[config.mk]
export PLATFORM = sky130hd
export DESIGN_NAME = serial_parity_engine_flat
export DESIGN_NICKNAME = d
export VERILOG_FILES = /design/src/rtl/serial_parity_engine_if.sv /design/src/rtl/serial_parity_engine.sv /design/src/flat_wrapper.sv
export SDC_FILE = /design/constraint.sdc
export NUM_CORES = 1
export LEC_CHECK = 0
export CORE_ASPECT_RATIO = 1.2
export CORE_MARGIN = 2
export CORE_UTILIZATION = 45
export CTS_CLUSTER_DIAMETER = 80
export DETAILED_ROUTE_END_ITERATION = 8
export MAX_ROUTING_LAYER = met4
export PLACE_DENSITY_LB_ADDON = 0.2
export SYNTH_ARGS = -nofsm -noshare
export SYNTH_HDL_FRONTEND = slang
export SYNTH_SLANG_ARGS = --single-unit
[constraint.sdc]
create_clock -name clk -period 1.75 [get_ports clk]
set_input_delay 0.4375 -clock clk [delete_from_list [all_inputs] [get_ports clk]]
set_output_delay 0.4375 -clock clk [all_outputs]
set_load 0.1 [all_outputs]
[src/rtl/serial_parity_engine_if.sv]
// Serial parity engine bus: bit stream in, parity/status strobes and error count out.
// Latency: n/a (signal bundle only).
// Backpressure: none; the engine accepts every bit_vld cycle. Sticky flag present when PARITY_STICKY_ERR_EN is defined.
interface serial_parity_engine_if #(
   parameter int ERR_CNT_W = 8
);
   logic                 bit_in;
   logic                 bit_vld;
   logic                 odd_mode;
   logic                 chk_mode;
   logic                 clr;
   logic                 p_out;
   logic                 p_vld;
   logic                 frame_done;
   logic                 err;
   logic                 busy;
   logic [ERR_CNT_W-1:0] err_cnt;
`ifdef PARITY_STICKY_ERR_EN
   logic                 err_sticky;

   modport master (
      output bit_in, bit_vld, odd_mode, chk_mode, clr,
      input  p_out, p_vld, frame_done, err, busy, err_cnt, err_sticky
   );
   modport slave (
      input  bit_in, bit_vld, odd_mode, chk_mode, clr,
      output p_out, p_vld, frame_done, err, busy, err_cnt, err_sticky
   );
`else
   modport master (
      output bit_in, bit_vld, odd_mode, chk_mode, clr,
      input  p_out, p_vld, frame_done, err, busy, err_cnt
   );
   modport slave (
      input  bit_in, bit_vld, odd_mode, chk_mode, clr,
      output p_out, p_vld, frame_done, err, busy, err_cnt
   );
`endif
endinterface

[src/rtl/serial_parity_engine.sv]
// Serial parity generator/checker over FRAME_LEN-bit frames with saturating error counter; PARITY_STICKY_ERR_EN adds err_sticky.
// Latency: p_vld/frame_done/err strobe 1 cycle after the edge accepting the last frame bit.
// Backpressure: none; every bit_vld cycle is consumed, a bit in a strobe cycle starts the next frame.
module serial_parity_engine #(
   parameter int FRAME_LEN = 8,
   parameter int ERR_CNT_W = 8
) (
   input  logic                   clk,
   input  logic                   rst_n,
   serial_parity_engine_if.slave  bus
);
   localparam int CNT_W = $clog2(FRAME_LEN + 1);
   localparam logic [CNT_W-1:0] LAST_IDX = CNT_W'(FRAME_LEN - 1);

   typedef enum logic [1:0] {IDLE, DATA, PAR} state_t;

   state_t               state_q, state_d;
   logic [CNT_W-1:0]     cnt_q, cnt_d;
   logic                 acc_q, acc_d;
   logic                 odd_q, odd_d;
   logic                 chk_q, chk_d;
   logic                 p_out_q, p_out_d;
   logic                 p_vld_q, p_vld_d;
   logic                 fd_q, fd_d;
   logic                 err_q, err_d;
   logic [ERR_CNT_W-1:0] err_cnt_q, err_cnt_d;
   logic                 acc_nxt;

   // running parity including the bit offered this cycle
   assign acc_nxt = acc_q ^ bus.bit_in;

   // FSM state register
   always_ff @(posedge clk or negedge rst_n) begin
      if (!rst_n) state_q <= IDLE;
      else        state_q <= state_d;
   end

   // frame datapath, latched modes and registered strobes
   always_ff @(posedge clk or negedge rst_n) begin
      if (!rst_n) begin
         cnt_q     <= '0;
         acc_q     <= 1'b0;
         odd_q     <= 1'b0;
         chk_q     <= 1'b0;
         p_out_q   <= 1'b0;
         p_vld_q   <= 1'b0;
         fd_q      <= 1'b0;
         err_q     <= 1'b0;
         err_cnt_q <= '0;
      end else begin
         cnt_q     <= cnt_d;
         acc_q     <= acc_d;
         odd_q     <= odd_d;
         chk_q     <= chk_d;
         p_out_q   <= p_out_d;
         p_vld_q   <= p_vld_d;
         fd_q      <= fd_d;
         err_q     <= err_d;
         err_cnt_q <= err_cnt_d;
      end
   end

   // next state, datapath and strobes; clr wins over an incoming bit
   always_comb begin
      state_d   = state_q;
      cnt_d     = cnt_q;
      acc_d     = acc_q;
      odd_d     = odd_q;
      chk_d     = chk_q;
      p_out_d   = p_out_q;
      p_vld_d   = 1'b0;
      fd_d      = 1'b0;
      err_d     = 1'b0;
      err_cnt_d = err_cnt_q;
      if (bus.clr) begin
         state_d   = IDLE;
         cnt_d     = '0;
         acc_d     = 1'b0;
         err_cnt_d = '0;
      end else if (bus.bit_vld) begin
         case (state_q)
            IDLE: begin
               // modes are frozen for the whole frame at its first bit
               odd_d   = bus.odd_mode;
               chk_d   = bus.chk_mode;
               acc_d   = bus.bit_in;
               cnt_d   = CNT_W'(1);
               state_d = DATA;
            end
            DATA: begin
               acc_d = acc_nxt;
               cnt_d = cnt_q + CNT_W'(1);
               if (cnt_q == LAST_IDX) begin
                  if (chk_q) begin
                     state_d = PAR;
                  end else begin
                     state_d = IDLE;
                     cnt_d   = '0;
                     acc_d   = 1'b0;
                     p_vld_d = 1'b1;
                     fd_d    = 1'b1;
                     p_out_d = acc_nxt ^ odd_q;
                  end
               end
            end
            PAR: begin
               // acc_nxt folds in the received parity bit
               state_d = IDLE;
               cnt_d   = '0;
               acc_d   = 1'b0;
               fd_d    = 1'b1;
               err_d   = acc_nxt ^ odd_q;
               if (err_d && (err_cnt_q != {ERR_CNT_W{1'b1}}))
                  err_cnt_d = err_cnt_q + ERR_CNT_W'(1);
            end
            default: state_d = IDLE;
         endcase
      end
   end

   assign bus.p_out      = p_out_q;
   assign bus.p_vld      = p_vld_q;
   assign bus.frame_done = fd_q;
   assign bus.err        = err_q;
   assign bus.busy       = (state_q != IDLE);
   assign bus.err_cnt    = err_cnt_q;

`ifdef PARITY_STICKY_ERR_EN
   logic sticky_q;

   // sticky error flag, only clr or reset clears it
   always_ff @(posedge clk or negedge rst_n) begin
      if (!rst_n)       sticky_q <= 1'b0;
      else if (bus.clr) sticky_q <= 1'b0;
      else if (err_d)   sticky_q <= 1'b1;
   end

   assign bus.err_sticky = sticky_q;
`endif
endmodule
[src/flat_wrapper.sv]
// flat-port wrapper written by rule: the top's interface ports become plain ports
module serial_parity_engine_flat 
#(
   parameter int FRAME_LEN = 8,
   parameter int ERR_CNT_W = 8
)
  (clk, rst_n, bus_bit_in, bus_bit_vld, bus_odd_mode, bus_chk_mode, bus_clr, bus_p_out, bus_p_vld, bus_frame_done, bus_err, bus_busy, bus_err_cnt);
  serial_parity_engine_if #(.ERR_CNT_W(ERR_CNT_W)) bus_i ();
  input  logic clk;
  input  logic rst_n;
  input wire logic [$bits(bus_i.bit_in)-1:0] bus_bit_in;
  input wire logic [$bits(bus_i.bit_vld)-1:0] bus_bit_vld;
  input wire logic [$bits(bus_i.odd_mode)-1:0] bus_odd_mode;
  input wire logic [$bits(bus_i.chk_mode)-1:0] bus_chk_mode;
  input wire logic [$bits(bus_i.clr)-1:0] bus_clr;
  output wire logic [$bits(bus_i.p_out)-1:0] bus_p_out;
  output wire logic [$bits(bus_i.p_vld)-1:0] bus_p_vld;
  output wire logic [$bits(bus_i.frame_done)-1:0] bus_frame_done;
  output wire logic [$bits(bus_i.err)-1:0] bus_err;
  output wire logic [$bits(bus_i.busy)-1:0] bus_busy;
  output wire logic [$bits(bus_i.err_cnt)-1:0] bus_err_cnt;
  assign bus_i.bit_in = bus_bit_in;
  assign bus_i.bit_vld = bus_bit_vld;
  assign bus_i.odd_mode = bus_odd_mode;
  assign bus_i.chk_mode = bus_chk_mode;
  assign bus_i.clr = bus_clr;
  assign bus_p_out = bus_i.p_out;
  assign bus_p_vld = bus_i.p_vld;
  assign bus_frame_done = bus_i.frame_done;
  assign bus_err = bus_i.err;
  assign bus_busy = bus_i.busy;
  assign bus_err_cnt = bus_i.err_cnt;
  serial_parity_engine #(.FRAME_LEN(FRAME_LEN), .ERR_CNT_W(ERR_CNT_W)) u_core (.clk(clk), .rst_n(rst_n), .bus(bus_i));
endmodule
**Word-level counts from Yosys, hierarchy flattened**

Index checks and enable logic that the tools add are counted.
Widths: inputs -> output; s select.

- Flip-flop bits (word level): 21
- Bits of input ports: 7
- Word-level logic and storage cells: 63

- $add $sub $neg: 2
- Equality and inequality tests: 5
- Muxes and demuxes: 30
- Bitwise operators: 4
- Reductions and logical operators: 12

Operators by type and width:

| kind | number |
|---|---|
| $mux 8 | 4 |
| $mux 4 | 4 |
| $mux 1 | 14 |
| $pmux 4 s3 | 1 |
| $add 8x1->8 const B | 1 |
| $mux 2 | 4 |
| $ne 8x8->1 const B | 1 |
| $reduce_bool 2->1 | 4 |
| $reduce_and 3->1 | 2 |
| $reduce_and 5->1 | 1 |
| $add 4x1->4 const B | 1 |
| $eq 4x3->1 const B | 1 |
| $pmux 2 s2 | 1 |
| $reduce_and 2->1 | 2 |
| $reduce_bool 4->1 | 1 |
| $ne 3x2->1 const B | 1 |
| $pmux 1 s3 | 1 |
| $eq 2x1->1 const B | 1 |
| $eq 2x2->1 const B | 1 |
| $logic_not 2->1 | 1 |
| $not 1->1 | 2 |
| $pmux 1 s2 | 1 |
| $xor 1x1->1 | 2 |
| $logic_and 1x1->1 | 1 |

**Longest topological paths before layout**

- Depth in word-level cells: 7
- Depth in mapped cells: 7

**Worst setup path before layout**

OpenSTA, ideal clock, no wires.

- Path kind: register to register
- Start: register u_core.err_cnt_q[0], in the netlist u_core.bus.err_cnt[0]
- End: register u_core.err_cnt_q[6], in the netlist u_core.bus.err_cnt[6]
- Setup time: 0.132 ns
- Arrival: 2.012 ns
- Data required time: 1.618 ns
- Path slack: -0.394 ns
- Cell stages (with the launch flop): 6
- Path through: dfrtp_1 ha_1 nand3_1 nor4b_1 mux2i_1 nor2_1

- Word-level cells in the longest chain between the ends: 5

Ends and longest elaborated chain:

| item | line | source |
|---|---|---|
| start: declaration | serial_parity_engine.sv:26 | `logic [ERR_CNT_W-1:0] err_cnt_q, err_cnt_d;` |
| start signal: assignment | serial_parity_engine.sv:59 | `err_cnt_q <= err_cnt_d;` |
| $add 8x1->8 | serial_parity_engine.sv:114 | `err_cnt_d = err_cnt_q + ERR_CNT_W'(1);` |
| $mux 8 | serial_parity_engine.sv:113 | `if (err_d && (err_cnt_q != {ERR_CNT_W{1'b1}}))` |
| $mux 8 | serial_parity_engine.sv:81 | `case (state_q)` |
| $mux 8 | serial_parity_engine.sv:80 | `end else if (bus.bit_vld) begin` |
| $mux 8 | serial_parity_engine.sv:75 | `if (bus.clr) begin` |

Parallel ways exist; a longest one is shown, timed or not. The select of a mux whose other input is x is not followed.
A chain may end at the register's enable or synchronous reset.

**Worst setup path in the final report**

- Start: register u_core.cnt_q[1]
- End: register u_core.cnt_q[3]

- Word-level cells in the longest chain between the ends: 6

Ends and longest elaborated chain:

| item | line | source |
|---|---|---|
| start: declaration | serial_parity_engine.sv:18 | `logic [CNT_W-1:0] cnt_q, cnt_d;` |
| start signal: assignment | serial_parity_engine.sv:51 | `cnt_q <= cnt_d;` |
| $add 4x1->4 | serial_parity_engine.sv:92 | `cnt_d = cnt_q + CNT_W'(1);` |
| $mux 4 | serial_parity_engine.sv:94 | `if (chk_q) begin` |
| $mux 4 (*) | serial_parity_engine.sv:93 | `if (cnt_q == LAST_IDX) begin` |
| $pmux 4 s3 (*) | serial_parity_engine.sv:81 |  |
| $mux 4 (*) | serial_parity_engine.sv:80 |  |
| $mux 4 (*) | serial_parity_engine.sv:75 |  |

Every way passes the cells marked *; elsewhere a longest branch is shown, timed or not. The select of a mux whose other input is x is not followed.

==> results.txt <==
The run finished, with violations left. The final reports fail on negative setup slack. The total power is 0.945 mW.

The area of the multi-input gates is 577 µm². The number of nets in the layout is 165. The fraction of synthesized cell area taken by the top area cell type came out at 46.9%. The leading cell type in the layout, fill and taps excluded is sky130_fd_sc_hd__buf_4. In this run the worst hold path is classified as in -> async. The detailed router's first-iteration violation count is 11. The level count of the clock H-tree is 1. The pin slew with the least headroom to its limit is 0.386 ns. By area the synthesized netlist is led by sky130_fd_sc_hd__dfrtp_1 47%, sky130_fd_sc_hd__ha_1 5.6%, sky130_fd_sc_hd__mux2_2 4.0%. The maximum number of pins on one net before global-route repair came out at 22.

The net count of the mapped netlist is 122. The count of different cell masters after synthesis is 36. The non-filler instance count after layout came out at 183. The number of vias after detailed routing came out at 993. The standby leakage power came out at 0.757 nW.

The final wirelength is 2650 µm. TritonCTS built the clock tree. The cell count after synthesis came out at 110. On the final layout, the worst clock skew is 0.00744 ns. TritonCTS created 3 clock buffers. Dividing the final minimum period by the clock period gives 101%.

The number of global-route vias before repair came out at 1091. The number of remaining DRC errors is 0. The initial antenna violation count is 0. Using the TritonRoute via totals, the vias-per-cell ratio works out to 5.43. The total of buffers placed on input and output ports came out at 19. The placer's final routability congestion estimate came out at 0.811. The register with the most flip-flops in the layout has 8 of them. The remaining max-slew budget at the tightest pin came out at 73.9%. The die covers 0.00291 mm².

For this design the ratio of total power to cell area is 559 mW/mm². Setup repair after global routing could not meet its margin everywhere. After detailed placement, the design holds a cell count of 178. The total placed instance area came out at 0.00164 mm².

The cell at the root of the clock tree is sky130_fd_sc_hd__clkbuf_4. The clock transition at the registers of the reported paths came out at 0.12 ns. The count of TritonRoute iterations in the first routing pass came out at 6. The minimum clock period after layout is 1.77 ns. The max-slew violation total from the final report is 0. The fill cell instance count of the final layout came out at 190. The synthesized design spends more area on one cell type than any other, namely sky130_fd_sc_hd__dfrtp_1.

For this design the top-level I/O count stands at 20. The first global-routing pass estimated 4680 µm of wire. The number of clock sinks is 21. The aggregate negative setup slack came out at -0.0257 ns. The setup-violating endpoint count in the final report came out at 2. The warning count from the yosys run is 0. The initialized floorplan defines 19 standard-cell rows. Before CTS, the worst setup slack after placement is -0.312 ns. The post-synthesis to final-layout area growth came out at 50.7%. The combined area of all synthesized cells is 0.00112 mm². In the layout the commonest cells are 20 x sky130_fd_sc_hd__buf_4, 13 x sky130_fd_sc_hd__buf_12, 13 x sky130_fd_sc_hd__dfrtp_1. The aggregate global routing overflow is 0. In this run the horizontal extent of the chip is 49.6 µm. The average cell area after synthesis is 10.2 µm². The post-route core utilization is 72.5%. The highest ir drop seen on vdd came out at 383 µV.

The post-route cell area is 0.00169 mm². The highest fanout seen on the critical path came out at 5. The sequential cells in the finished layout cover a total of 543 µm². The total global-route track usage is 21.7%.

Of the cells placed in the final design, the portion with a size suffix greater than 1 is 38.8%. The antenna diode count came out at 0. Data on the critical path is required at its endpoint by 1.94 ns. The detailed placement HPWL is 2040 µm.

The maximum frequency from static timing analysis is 566 MHz. The critical path arrival is 1.96 ns. The clock latency on the worst-skew pair is 0.30 ns. Max-cap violations in this run came to 0. The register area share after synthesis is 46.9%. The count of hold-fix buffers inserted at cts is 0. The detail route stage leaves a number of antenna-violating nets equal to 0. The area of the placeable core is 0.00233 mm². The least setup slack across all paths after layout is -0.0168 ns. The effective utilization at floorplan came out at 48.1%. The chip height came out at 58.7 µm. The critical path is of the reg -> reg type. Hold timing on the final database bottoms out at a slack of 0.473 ns. The clock tree buffer depth is 2.

In the final routed layout, each cell accounts on average for 14.5 µm. The count of endpoints failing hold in the final timing report is 0. The worst setup path is captured at a flop. Synthesis inferred 21 register bits. The worst setup path is launched from a flop.
[synth_stat cells]
cell type / number
sky130_fd_sc_hd__and3_2: 1
sky130_fd_sc_hd__o21bai_1: 1
sky130_fd_sc_hd__xor3_2: 1
sky130_fd_sc_hd__and3_1: 1
sky130_fd_sc_hd__a21oi_1: 6
sky130_fd_sc_hd__mux2_2: 4
sky130_fd_sc_hd__o22ai_1: 1
sky130_fd_sc_hd__a2bb2oi_1: 1
sky130_fd_sc_hd__nor4b_1: 1
sky130_fd_sc_hd__xor2_1: 1
sky130_fd_sc_hd__or3_1: 5
sky130_fd_sc_hd__or2_2: 1
sky130_fd_sc_hd__nor2b_1: 2
sky130_fd_sc_hd__ha_1: 5
sky130_fd_sc_hd__nand2b_1: 3
sky130_fd_sc_hd__nand3b_1: 1
sky130_fd_sc_hd__buf_6: 1
sky130_fd_sc_hd__nand4_1: 1
sky130_fd_sc_hd__o211ai_2: 1
sky130_fd_sc_hd__nor4bb_1: 1
sky130_fd_sc_hd__clkbuf_1: 1
sky130_fd_sc_hd__nand4b_1: 1
sky130_fd_sc_hd__o21ai_0: 7
sky130_fd_sc_hd__a21o_1: 1
sky130_fd_sc_hd__mux2i_1: 4
sky130_fd_sc_hd__and2_1: 2
sky130_fd_sc_hd__a21boi_0: 1
sky130_fd_sc_hd__nor2_1: 9
sky130_fd_sc_hd__a211o_1: 1
sky130_fd_sc_hd__nand2_1: 10
sky130_fd_sc_hd__dfrtp_1: 21
sky130_fd_sc_hd__nand3_1: 3
sky130_fd_sc_hd__nor3_1: 2
sky130_fd_sc_hd__a22o_2: 1
sky130_fd_sc_hd__inv_1: 6
sky130_fd_sc_hd__a32o_1: 1
[critical path, cell delays in order (launching register included)]
cell,delay (ns)
sky130_fd_sc_hd__dfrtp_1,0.39
sky130_fd_sc_hd__ha_1,0.19
sky130_fd_sc_hd__nor4bb_1,0.34
sky130_fd_sc_hd__buf_4,0.18
sky130_fd_sc_hd__nand4b_1,0.21
sky130_fd_sc_hd__nor2_1,0.08
sky130_fd_sc_hd__a211o_1,0.27
[cell type report]
| cell class | count | area share (%) |
|---|---|---|
| multi-input cells | 81 | 34.1 |
| flip-flops and latches | 21 | 32.1 |
| repair buffers | 40 | 28.5 |
| well taps | 31 | 2.30 |
| clock buffers | 4 | 1.56 |
| inverters | 6 | 1.33 |
[timing repair]
action                     CTS  global route
setup endpoints to repair    2             8
gates resized for setup      4             1
pin swaps                    1             2
setup buffers                0             1
[kinds of logic after synthesis]
logic type	after synthesis	share of synthesized area, %
simple gates	44	20.8
compound gates	22	12.8
flops	21	46.9
buf+inv	8	3.35
mux	8	7.59
fa+ha+maj	5	5.58
xor+xnor	2	3.01
[power breakdown]
part / switching [mW] / total [mW] / internal (mW)
Combinational: 0.0918 / 0.194 / 0.103
Clock: 0.146 / 0.235 / 0.0888
Sequential: 0.0138 / 0.515 / 0.501
[metal layers]
| layer | global-route usage, % | vias up | wire (µm) | part of all wire [%] |
|---|---|---|---|---|
| li1 | - | 474 | - | - |
| met1 | 22.1 | 502 | 1020 | 38 |
| met2 | 41.9 | 15 | 1540 | 58 |
| met3 | 3.05 | 2 | 79 | 3.0 |
| met4 | 7.94 | 0 | 14 | 0.53 |
| met5 | - | - | 0 | 0 |
[path summary, 6_finish.rpt]
check / from / to / slack (ns) / depth (start not counted)
min in group clk: u_core.cnt_q[1] / u_core.cnt_q[1] / 0.53 / 2
min reg2reg: u_core.cnt_q[1] / u_core.cnt_q[1] / 0.53 / 2
max reg2reg: u_core.cnt_q[1] / u_core.cnt_q[3] / -0.02 / 6
min: rst_n / u_core.acc_q / 0.47 / 2
max: u_core.cnt_q[1] / u_core.cnt_q[3] / -0.02 / 6
max in group asynchronous: rst_n / u_core.bus.err_cnt[1] / 1.02 / 2
(Power assumes the default switching activity.)
